===== src/rtl/led_cube_frame_buffer.sv =====
// Double-buffered 64-byte frame store feeding the cube driver; banks swap only at frame boundaries.
// Optional statistics counters are enabled by defining FB_STATS_EN.
module led_cube_frame_buffer #(
    parameter int DATA_W = 8,
    parameter int ADDR_W = 6
`ifdef FB_STATS_EN
    ,
    parameter int CNT_W  = 16
`endif
) (
    input  logic              clk,
    input  logic              rst,
    input  logic              wr_valid,
    output logic              wr_ready,
    input  logic [DATA_W-1:0] wr_data,
    input  logic              wr_sof,
    input  logic [ADDR_W-1:0] rd_addr,
    output logic [DATA_W-1:0] rd_data,
    input  logic              frame_done,
    output logic              front_valid,
    output logic              swap
`ifdef FB_STATS_EN
    ,
    output logic [CNT_W-1:0]  frames_shown,
    output logic [CNT_W-1:0]  sync_errors
`endif
);

    localparam int DEPTH = 1 << ADDR_W;
    localparam logic [1:0] ST_IDLE = 2'd0;
    localparam logic [1:0] ST_FILL = 2'd1;
    localparam logic [1:0] ST_FULL = 2'd2;
    localparam logic [ADDR_W-1:0] ADDR_ZERO = {ADDR_W{1'b0}};
    localparam logic [ADDR_W-1:0] ADDR_ONE  = {{(ADDR_W-1){1'b0}}, 1'b1};
    localparam logic [ADDR_W-1:0] ADDR_LAST = {ADDR_W{1'b1}};

    logic [1:0]        wr_state_r;
    logic [1:0]        wr_state_nxt_s;
    logic [ADDR_W-1:0] wr_ptr_r;
    logic [ADDR_W-1:0] wr_ptr_nxt_s;
    logic [ADDR_W-1:0] wr_addr_s;
    logic              wr_en_s;
    logic              pending_set_s;
    logic              transfer_s;
    logic              swap_cond_s;
    logic              bank_sel_r;
    logic              pending_r;
    logic              front_valid_r;
    logic              swap_r;
    logic [DATA_W-1:0] rd_word_s;
    logic [DATA_W-1:0] mem_r [0:2*DEPTH-1];

    assign wr_ready    = (wr_state_r != ST_FULL);
    assign transfer_s  = wr_valid && wr_ready;
    assign swap_cond_s = pending_r && (frame_done || !front_valid_r);
    assign front_valid = front_valid_r;
    assign swap        = swap_r;

    // Write FSM next-state: hunt for sof, fill sequentially, hold a full frame until swap.
    always_comb begin
        wr_state_nxt_s = wr_state_r;
        wr_ptr_nxt_s   = wr_ptr_r;
        wr_addr_s      = wr_ptr_r;
        wr_en_s        = 1'b0;
        pending_set_s  = 1'b0;
        case (wr_state_r)
            ST_IDLE: begin
                if (transfer_s && wr_sof) begin
                    wr_en_s        = 1'b1;
                    wr_addr_s      = ADDR_ZERO;
                    wr_ptr_nxt_s   = ADDR_ONE;
                    wr_state_nxt_s = ST_FILL;
                end else begin
                    wr_state_nxt_s = ST_IDLE;
                end
            end
            ST_FILL: begin
                if (transfer_s && wr_sof) begin
                    // A new sof restarts the frame; the partial data is overwritten.
                    wr_en_s      = 1'b1;
                    wr_addr_s    = ADDR_ZERO;
                    wr_ptr_nxt_s = ADDR_ONE;
                end else if (transfer_s) begin
                    wr_en_s   = 1'b1;
                    wr_addr_s = wr_ptr_r;
                    if (wr_ptr_r == ADDR_LAST) begin
                        wr_ptr_nxt_s   = ADDR_ZERO;
                        wr_state_nxt_s = ST_FULL;
                        pending_set_s  = 1'b1;
                    end else begin
                        wr_ptr_nxt_s = wr_ptr_r + ADDR_ONE;
                    end
                end else begin
                    wr_state_nxt_s = ST_FILL;
                end
            end
            ST_FULL: begin
                if (swap_cond_s) begin
                    wr_state_nxt_s = ST_IDLE;
                    wr_ptr_nxt_s   = ADDR_ZERO;
                end else begin
                    wr_state_nxt_s = ST_FULL;
                end
            end
            default: begin
                wr_state_nxt_s = ST_IDLE;
                wr_ptr_nxt_s   = ADDR_ZERO;
            end
        endcase
    end

    // Write FSM state and pointer registers.
    always_ff @(posedge clk or posedge rst) begin
        if (rst) begin
            wr_state_r <= ST_IDLE;
            wr_ptr_r   <= ADDR_ZERO;
        end else begin
            wr_state_r <= wr_state_nxt_s;
            wr_ptr_r   <= wr_ptr_nxt_s;
        end
    end

    // Bank exchange control: pending frame, front validity, bank select and swap pulse.
    always_ff @(posedge clk or posedge rst) begin
        if (rst) begin
            bank_sel_r    <= 1'b0;
            pending_r     <= 1'b0;
            front_valid_r <= 1'b0;
            swap_r        <= 1'b0;
        end else begin
            swap_r <= swap_cond_s;
            if (swap_cond_s) begin
                bank_sel_r    <= ~bank_sel_r;
                pending_r     <= 1'b0;
                front_valid_r <= 1'b1;
            end else if (pending_set_s) begin
                pending_r <= 1'b1;
            end else begin
                pending_r <= pending_r;
            end
        end
    end

    // Frame storage; only the back bank is ever written, contents are not reset.
    always_ff @(posedge clk) begin
        if (wr_en_s) begin
            mem_r[{~bank_sel_r, wr_addr_s}] <= wr_data;
        end
    end

    assign rd_word_s = mem_r[{bank_sel_r, rd_addr}];

    // Front-bank read, blanked until a complete frame has been shown.
    always_comb begin
        rd_data = {DATA_W{1'b0}};
        if (front_valid_r) begin
            rd_data = rd_word_s;
        end else begin
            rd_data = {DATA_W{1'b0}};
        end
    end

`ifdef FB_STATS_EN
    logic sync_err_s;

    function automatic logic [CNT_W-1:0] sat_inc(input logic [CNT_W-1:0] value);
        if (value == {CNT_W{1'b1}}) begin
            return value;
        end else begin
            return value + {{(CNT_W-1){1'b0}}, 1'b1};
        end
    endfunction

    assign sync_err_s = transfer_s &&
                        (((wr_state_r == ST_IDLE) && !wr_sof) ||
                         ((wr_state_r == ST_FILL) && wr_sof));

    // Saturating statistics: frames presented and stream sync losses.
    always_ff @(posedge clk or posedge rst) begin
        if (rst) begin
            frames_shown <= {CNT_W{1'b0}};
            sync_errors  <= {CNT_W{1'b0}};
        end else begin
            if (swap_cond_s) begin
                frames_shown <= sat_inc(frames_shown);
            end else begin
                frames_shown <= frames_shown;
            end
            if (sync_err_s) begin
                sync_errors <= sat_inc(sync_errors);
            end else begin
                sync_errors <= sync_errors;
            end
        end
    end
`endif

endmodule


===== config.mk =====
export PLATFORM = sky130hd
export DESIGN_NAME = led_cube_frame_buffer
export DESIGN_NICKNAME = d
export VERILOG_FILES = /design/src/rtl/led_cube_frame_buffer.sv
export SDC_FILE = /design/constraint.sdc
export NUM_CORES = 1
export LEC_CHECK = 0
export CAP_MARGIN = 20
export CORE_MARGIN = 3
export CORE_UTILIZATION = 45
export DETAILED_ROUTE_END_ITERATION = 8
export RECOVER_POWER = 100
export SLEW_MARGIN = 20
export SYNTH_ARGS = -nofsm -noshare
export SYNTH_HDL_FRONTEND = slang
export SYNTH_SLANG_ARGS = --single-unit

===== constraint.sdc =====
create_clock -name clk -period 2.95 [get_ports clk]
set_input_delay 0.295 -clock clk [delete_from_list [all_inputs] [get_ports clk]]
set_output_delay 0.295 -clock clk [all_outputs]
set_load 0.02 [all_outputs]

==> results by group, run 1 <==
Worst setup path
  • Reg2reg start: wr_state_r[1]$_DFFE_PP0P_
  • R2r setup slk: -110 ps
  • Largest stage delay on the critical path: 450 ps
  • Crit path capture type: output pin
  • Slowest cell on the critical path: dfrtp_2
  • FF-to-FF path depth: 6
  • Crit path required time: 2650 ps
  • Reg-to-reg endpoint: mem_r[76][5]$_DFFE_PP_
  • Crit path cell chain: buf_6 > and3_4 > nor2b_4 > a22oi_2 > buf_4 > nand4_1 > nor3_4 > o211ai_1 > buf_4
  • Most frequent cell on the critical path: buf_4
  • CP Max Fanout: 4
  • Startpoint Class: flop
  • Crit path DAT: 2960 ps
  • Kind of critical path: flop to output pin

Yosys
  • Post-synth top cells: edfxtp_1, mux4_2, nor2_1
  • Avg Cell Area, Syn: between 20 and 25 µm²
  • Number of synthesized flops with an enable pin: 1,024
  • Synth top area cells: edfxtp_1, mux4_2, mux2i_1
  • Asr flop ratio synth: 0.0116
  • Post-Synthesis Cells: 2,008
  • Top-count cell post-synth: edfxtp_1
  • Register area share after synthesis: 0.765
  • Synth cell types: 50
  • Syn Std Cell Area: 0.0406 mm²
  • Post-synth top area share: 0.758
  • Synth Register Bits: 1,036
  • Syn. warnings: 0
  • Main flop type after synthesis: edfxtp_1
  • Yosys top cell by area: edfxtp_1
  • Synthesized net count: ~2,000

Finish
  • Area grow syn2layout: 18.5%
  • Non-Filler Instances: approximately 3,600
  • FILL cells: 6,991
  • Final instance area: 0.0481 mm²
  • Layout cells sized above 1: 0.308
  • Fin nets: 2,369
  • # diodes: 0

Routing
  • Mean routed wirelength per cell: 28.7 µm
  • Vias per inst: 5.93
  • ANT nets after route: 0
  • Drt pass-1 iters: 5
  • Residual DRC count: 0
  • 1st-iter DRT viols: 2,269
  • DRT Wirelength: 103,000 µm
  • Vias: 21,300

Clocking
  • Clock insertion delay at the later pin of the skew report: 660 ps
  • Sinks on Clock Net: 1,036
  • Clock Tree Buf Depth: 3
  • CTS buffer count: 103
  • H-tree depth: 3
  • Clock root buffer: clkbuf_16
  • CTS tree: built
  • Worst-path clk slew: about 60 ps

STA
  • Crit share post-route: 1.10
  • Slew Limit Headroom: -0.725
  • Post-layout min period: 3260 ps
  • Setup Viol. Count Final: around 160
  • Upper clock frequency limit: slightly above 300 MHz
  • Final Max Tran Viols: 420
  • WHS: 464 ps
  • RSZ-0062 raised after global routing: true
  • Final hold viol count: 0
  • Worst setup margin: -308 ps
  • Clock skew: 20.5 ps
  • Actual slew at the worst max-slew pin: 2590 ps

Run status
  • Failing checks: capacitance limit, slew limit, setup timing
  • Run status: complete, but fails checks

Global route
  • Initial antenna violation count: 3
  • Global-route wire length before repair: 150,000 µm
  • Largest net degree at the start of global routing: 98
  • Total track usage: 0.220
  • Grt ovf: 0
  • Vias in the first global route: 21,700

Place
  • Area after DPL: approximately 0.044 mm²
  • Detailed placement HPWL: roughly 70,000 µm
  • Port buffer count: 29
  • Pre-CTS worst setup slack: -746 ps
  • Cells after DPL: 3,406
  • GP Congestion: 0.999

Hold path
  • Hold EP: wr_state_r[0]$_DFFE_PP0P_
  • Worst hold path cell count: 3
  • Hold_sp: wr_valid
  • Hold crit path type: input pin to flop

Floorplanning
  • Top Ports: 30
  • Total Die Area: 0.0938 mm²
  • Die height: 306 µm
  • Horiz. Die Dim: between 300 and 400 µm
  • Row Count: 109
  • Initial Util: 0.456
  • Core ar.: 0.0889 mm²

Power and ir drop
  • Cell Pwr Density: ~640 mW/mm²
  • Static leakage: about 0.016 µW
  • Peak VDD IR: 0.428 mV

Flow run
  • # Max-Cap Violations: 9
## layout by cell type (no fill, tap or decap), drive strengths merged, types with 4 or more instances in the layout
cell,n
nor2b,14
a211oi,5
a21oi,26
buf,207
o21ai,16
nor4,4
a22oi,65
nand2,51
and3b,4
o221ai,10
nand3,38
mux4,212
o22a,10
inv,10
clkinv,42
and2,7
clkdlybuf4s50,5
clkinvlp,4
nor2,156
and3,17
bufinv,11
a31oi,5
nor3,14
nand3b,4
mux2i,107
mux2,27
edfxtp,1024
a22o,5
dlygate4sd3,5
o211ai,4
o41ai,4
o31ai,4
nand4,19
dfrtp,12
nand2b,10
clkbuf,251
## worst max-delay path, delay by kind of cell (launching register included)
kind / cells / cell delay, ps
buf+inv: 3 / 530
compound gates: 2 / 480
simple gates: 4 / 860
flops: 1 / 450
## through the flow
| step | util | setup TNS [ps] | total power [µW] |
|---|---|---|---|
| 6_report | 0.541 | -8030 | 30900 |
| 3_3_place_gp | 0.499 | -70390 | 18400 |
| 4_1_cts | 0.544 | -1870 | 31200 |
| 5_1_grt | 0.541 | -61210 | 31800 |
| 2_1_floorplan | - | 0 | 17500 |
| 3_5_place_dp | 0.499 | -83690 | 18400 |
## power breakdown
group | internal [µW] | leakage, µW | switching, µW
Clock | 7410 | 0.00159 | 5350
Combinational | 649 | 0.00465 | 1130
Sequential | 16300 | 0.00936 | 77.5
## how the worst max path moves through the flow
| stage | start | endpoint | slack (ps) | cells after the start |
|---|---|---|---|---|
| finish | bank_sel_r$_DFFE_PP0P_ | rd_data[6] | -310 | 9 |
| global route | mem_r[102][1]$_DFFE_PP_ | rd_data[1] | -370 | 8 |
| CTS | mem_r[102][1]$_DFFE_PP_ | rd_data[1] | -300 | 8 |
| detailed placement | rd_addr[5] | rd_data[3] | -750 | 13 |
| global placement | rd_addr[5] | rd_data[3] | -790 | 13 |
| floorplan | rd_addr[0] | rd_data[0] | 580 | 7 |
## kinds of logic after synthesis
kind of cell             synth area share
buffers and inverters              0.0142
XOR/XNOR                         0.000216
AO/OA/AOI/OAI                      0.0284
flip-flops                          0.765
adder cells (fa/ha/maj)          0.000308
AND/OR/NAND/NOR                    0.0404
multiplexers                        0.152
## timing repair
item,CTS,global route
hold buffers,1,0
hold endpoints to repair,12,0
gates resized for setup,129,46
cloned,1,1
pin swaps,37,22
buffers inserted,10,1
endpoints found under the setup margin,8,41
## area by class of cell
cell class	count	area [µm²]	share of cell area
tap	1165	1460	0.0303
sequential	1036	31100	0.645
inverter	6	22.5	0.000468
clock inverter	61	599	0.0125
clock buffer	125	2680	0.0557
multi-input combinational	858	9700	0.202
timing repair buffer	344	2590	0.0539
## layer usage
metal | vias up | wire length, µm | track usage
met2 | 838 | 49800 | 0.355
li1 | 9007 | - | -
met4 | 0 | 3640 | 0.0770
met3 | 192 | 7020 | 0.0370
met5 | - | 0 | 0
met1 | 11300 | 42600 | 0.308
## registers in the layout (all words and copies together), names as in the netlist
signal and count:
wr_ptr_r 6, swap 1, pending_r 1, mem_r 1024, bank_sel_r 1, wr_state_r 2
front_valid 1
No activity file was read; power rests on OpenSTA's default activity.
==> run 2, diff against run 1 <==
--- a/config.mk
+++ b/config.mk
@@ -8,8 +8,10 @@
 export CAP_MARGIN = 20
 export CORE_MARGIN = 3
 export CORE_UTILIZATION = 45
+export CTS_BUF_LIST = sky130_fd_sc_hd__clkbuf_4 sky130_fd_sc_hd__clkbuf_8
 export DETAILED_ROUTE_END_ITERATION = 8
 export RECOVER_POWER = 100
+export REMOVE_ABC_BUFFERS = 1
 export SLEW_MARGIN = 20
 export SYNTH_ARGS = -nofsm -noshare
 export SYNTH_HDL_FRONTEND = slang
==> results by group, run 2 (synthesis results as in run 1) <==
Finish
  • Fin nets: 2,470 (+4.3%)
  • Area of the multi-input gates: 0.00940 mm² (-3.1%)
  • Most frequent cells in the layout: edfxtp_1, mux4_2, buf_4
  • Register name with the most flops: mem_r
  • Area grow syn2layout: 18.2%
  • Commonest non-fill, non-tap cell in the layout: edfxtp_1
  • Seq. cell area: 0.0311 mm² (unchanged)
  • Max reg flops: 1,024 (unchanged)
  • Largest registers: mem_r (1024), wr_ptr_r (6), wr_state_r (2)
  • FILL cells: 6,984 (-0.10%)
  • Layout cells sized above 1: 0.327 (+0.0185)

STA
  • Slew Limit Headroom: -0.941 (-0.216)
  • Worst setup margin: -522 ps (-214 ps)
  • Final Max Tran Viols: 461 (+9.8%)
  • Actual slew at the worst max-slew pin: 2910 ps (+324 ps)
  • Post-layout min period: 3470 ps (+214 ps)
  • Clock skew: 35.0 ps (+14.5 ps)
  • Final hold viol count: 0 (unchanged)
  • WHS: 325 ps (-139 ps)
  • RSZ-0062 raised after global routing: true
  • Crit share post-route: 1.18 (+0.0725)
  • Upper clock frequency limit: 288 MHz (-6.2%)
  • Setup Viol. Count Final: 145 (-8.2%)

Floorplanning
  • Horiz. Die Dim: 306 µm (unchanged)
  • Core ar.: 0.0889 mm² (unchanged)
  • Top Ports: 30 (unchanged)
  • Initial Util: 0.456 (unchanged)
  • Die height: 306 µm (unchanged)
  • Total Die Area: 0.0938 mm² (unchanged)
  • Row Count: 109 (unchanged)

Power and ir drop
  • Cell Pwr Density: 631 mW/mm² (-1.8%)
  • Peak VDD IR: 0.349 mV (-18%)
  • Static leakage: 0.0157 µW (+0.91%)

Global route
  • Initial antenna violation count: 4 (+1)
  • Vias in the first global route: 22,300 (+2.8%)
  • Total track usage: 0.226 (+0.00571)
  • Grt ovf: 0 (unchanged)
  • Global-route wire length before repair: 154,000 µm (+2.5%)
  • Largest net degree at the start of global routing: 90 (-8.2%)

Worst setup path
  • Crit path capture type: output pin
  • Startpoint Class: flop
  • CP Max Fanout: 6 (+2)
  • Crit path DAT: 3180 ps (+220 ps)
  • Kind of critical path: flop to output pin
  • Crit path required time: 2650 ps (about the same)

Routing
  • Mean routed wirelength per cell: 27.8 µm (-3.0%)
  • ANT nets after route: 0 (unchanged)
  • Residual DRC count: 0 (unchanged)
  • 1st-iter DRT viols: 2,487 (+9.6%)
  • DRT Wirelength: 104,000 µm (+1.1%)
  • Vias: 21,700 (+2.0%)
  • Vias per inst: 5.80 (-2.1%)
  • Drt pass-1 iters: 5 (unchanged)

Run status
  • Run status: complete, but fails checks
  • Failing checks: capacitance limit, slew limit, setup timing

Place
  • Pre-CTS worst setup slack: -964 ps (-218 ps)
  • GP Congestion: 0.993 (-0.65%)
  • Port buffer count: 29 (unchanged)
  • Detailed placement HPWL: 69,500 µm (+1.6%)

Clocking
  • Clock root buffer: clkbuf_8
  • CTS buffer count: 164 (+59%)
  • Clock Tree Buf Depth: 3 (unchanged)
  • H-tree depth: 4 (+1)
  • Clock insertion delay at the later pin of the skew report: 800 ps (+140 ps)
  • Sinks on Clock Net: 1,036 (unchanged)
  • Worst-path clk slew: 60 ps (about the same)
  • CTS tree: built

Hold path
  • Hold crit path type: input pin to flop

Flow run
  • # Max-Cap Violations: 9 (unchanged)
## run 2: worst paths after layout
path | start | endpoint | slack [ps] | depth (start not counted)
setup / recovery | bank_sel_r$_DFFE_PP0P_ | rd_data[6] | -520 | 10
min in group asynchronous | rst | front_valid$_DFFE_PP0P_ | 730 | 3
setup reg to reg | wr_state_r[1]$_DFFE_PP0P_ | mem_r[120][0]$_DFFE_PP_ | 20 | 7
hold reg to reg | wr_state_r[1]$_DFFE_PP0P_ | wr_state_r[0]$_DFFE_PP0P_ | 570 | 1
hold / removal | wr_sof | wr_state_r[0]$_DFFE_PP0P_ | 320 | 3
max in group asynchronous | rst | bank_sel_r$_DFFE_PP0P_ | 1790 | 3
## run 2: critical path, stage by stage (launching register included)
cell      delay, ps
dfrtp_2         450
buf_6           130
nor2b_4         180
nor3b_4         330
buf_6           180
buf_6           100
nand3_4          90
nand4_1         150
nor3_4           80
o211ai_1        420
buf_4           240
## run 2: layout make-up
| type | count | share of cell area |
|---|---|---|
| Antenna cell | 2 | 0.000104 |
| Clock buffer | 224 | 0.0571 |
| Clock inverter | 72 | 0.0111 |
| Inverter | 6 | 0.000470 |
| Multi-Input combinational cell | 858 | 0.196 |
| Sequential cell | 1036 | 0.647 |
| Tap cell | 1165 | 0.0304 |
| Timing Repair Buffer | 384 | 0.0574 |
## run 2: metal layers
layer / global-route usage / share of wire
met3: 0.0490 / 0.080
met1: 0.323 / 0.42
met5: 0 / 0
met2: 0.350 / 0.47
met4: 0.0744 / 0.027
## run 2: power by group
group / internal [µW] / switching [µW] / leakage (µW)
Combinational: 656 / 1150 / 0.00467
Clock: 6580 / 5500 / 0.00171
Sequential: 16300 / 67.1 / 0.00936
## run 2: stage by stage
step                      utilization  cells  area (µm²)  total power [µW]  setup TNS (ps)
final                           0.539   3747       48000             30300          -12570
after global routing            0.539   3747       48000             31400          -62810
after CTS                       0.545   3746       48500             30600           -3900
after detailed placement        0.503   3437       44700             18500           -7610
after global placement          0.503   3437       44700             18500           -6920
after floorplan                     -   1900       40000             17300               0
## run 2: what timing repair did
action / CTS / global route
setup endpoints to repair: 8 / 8
gates cloned: 1 / 0
endpoints found under the hold margin: 98 / 0
pin swaps: 27 / 12
hold buffers: 5 / 0
resized for setup: 126 / 18
setup buffers: 12 / 1
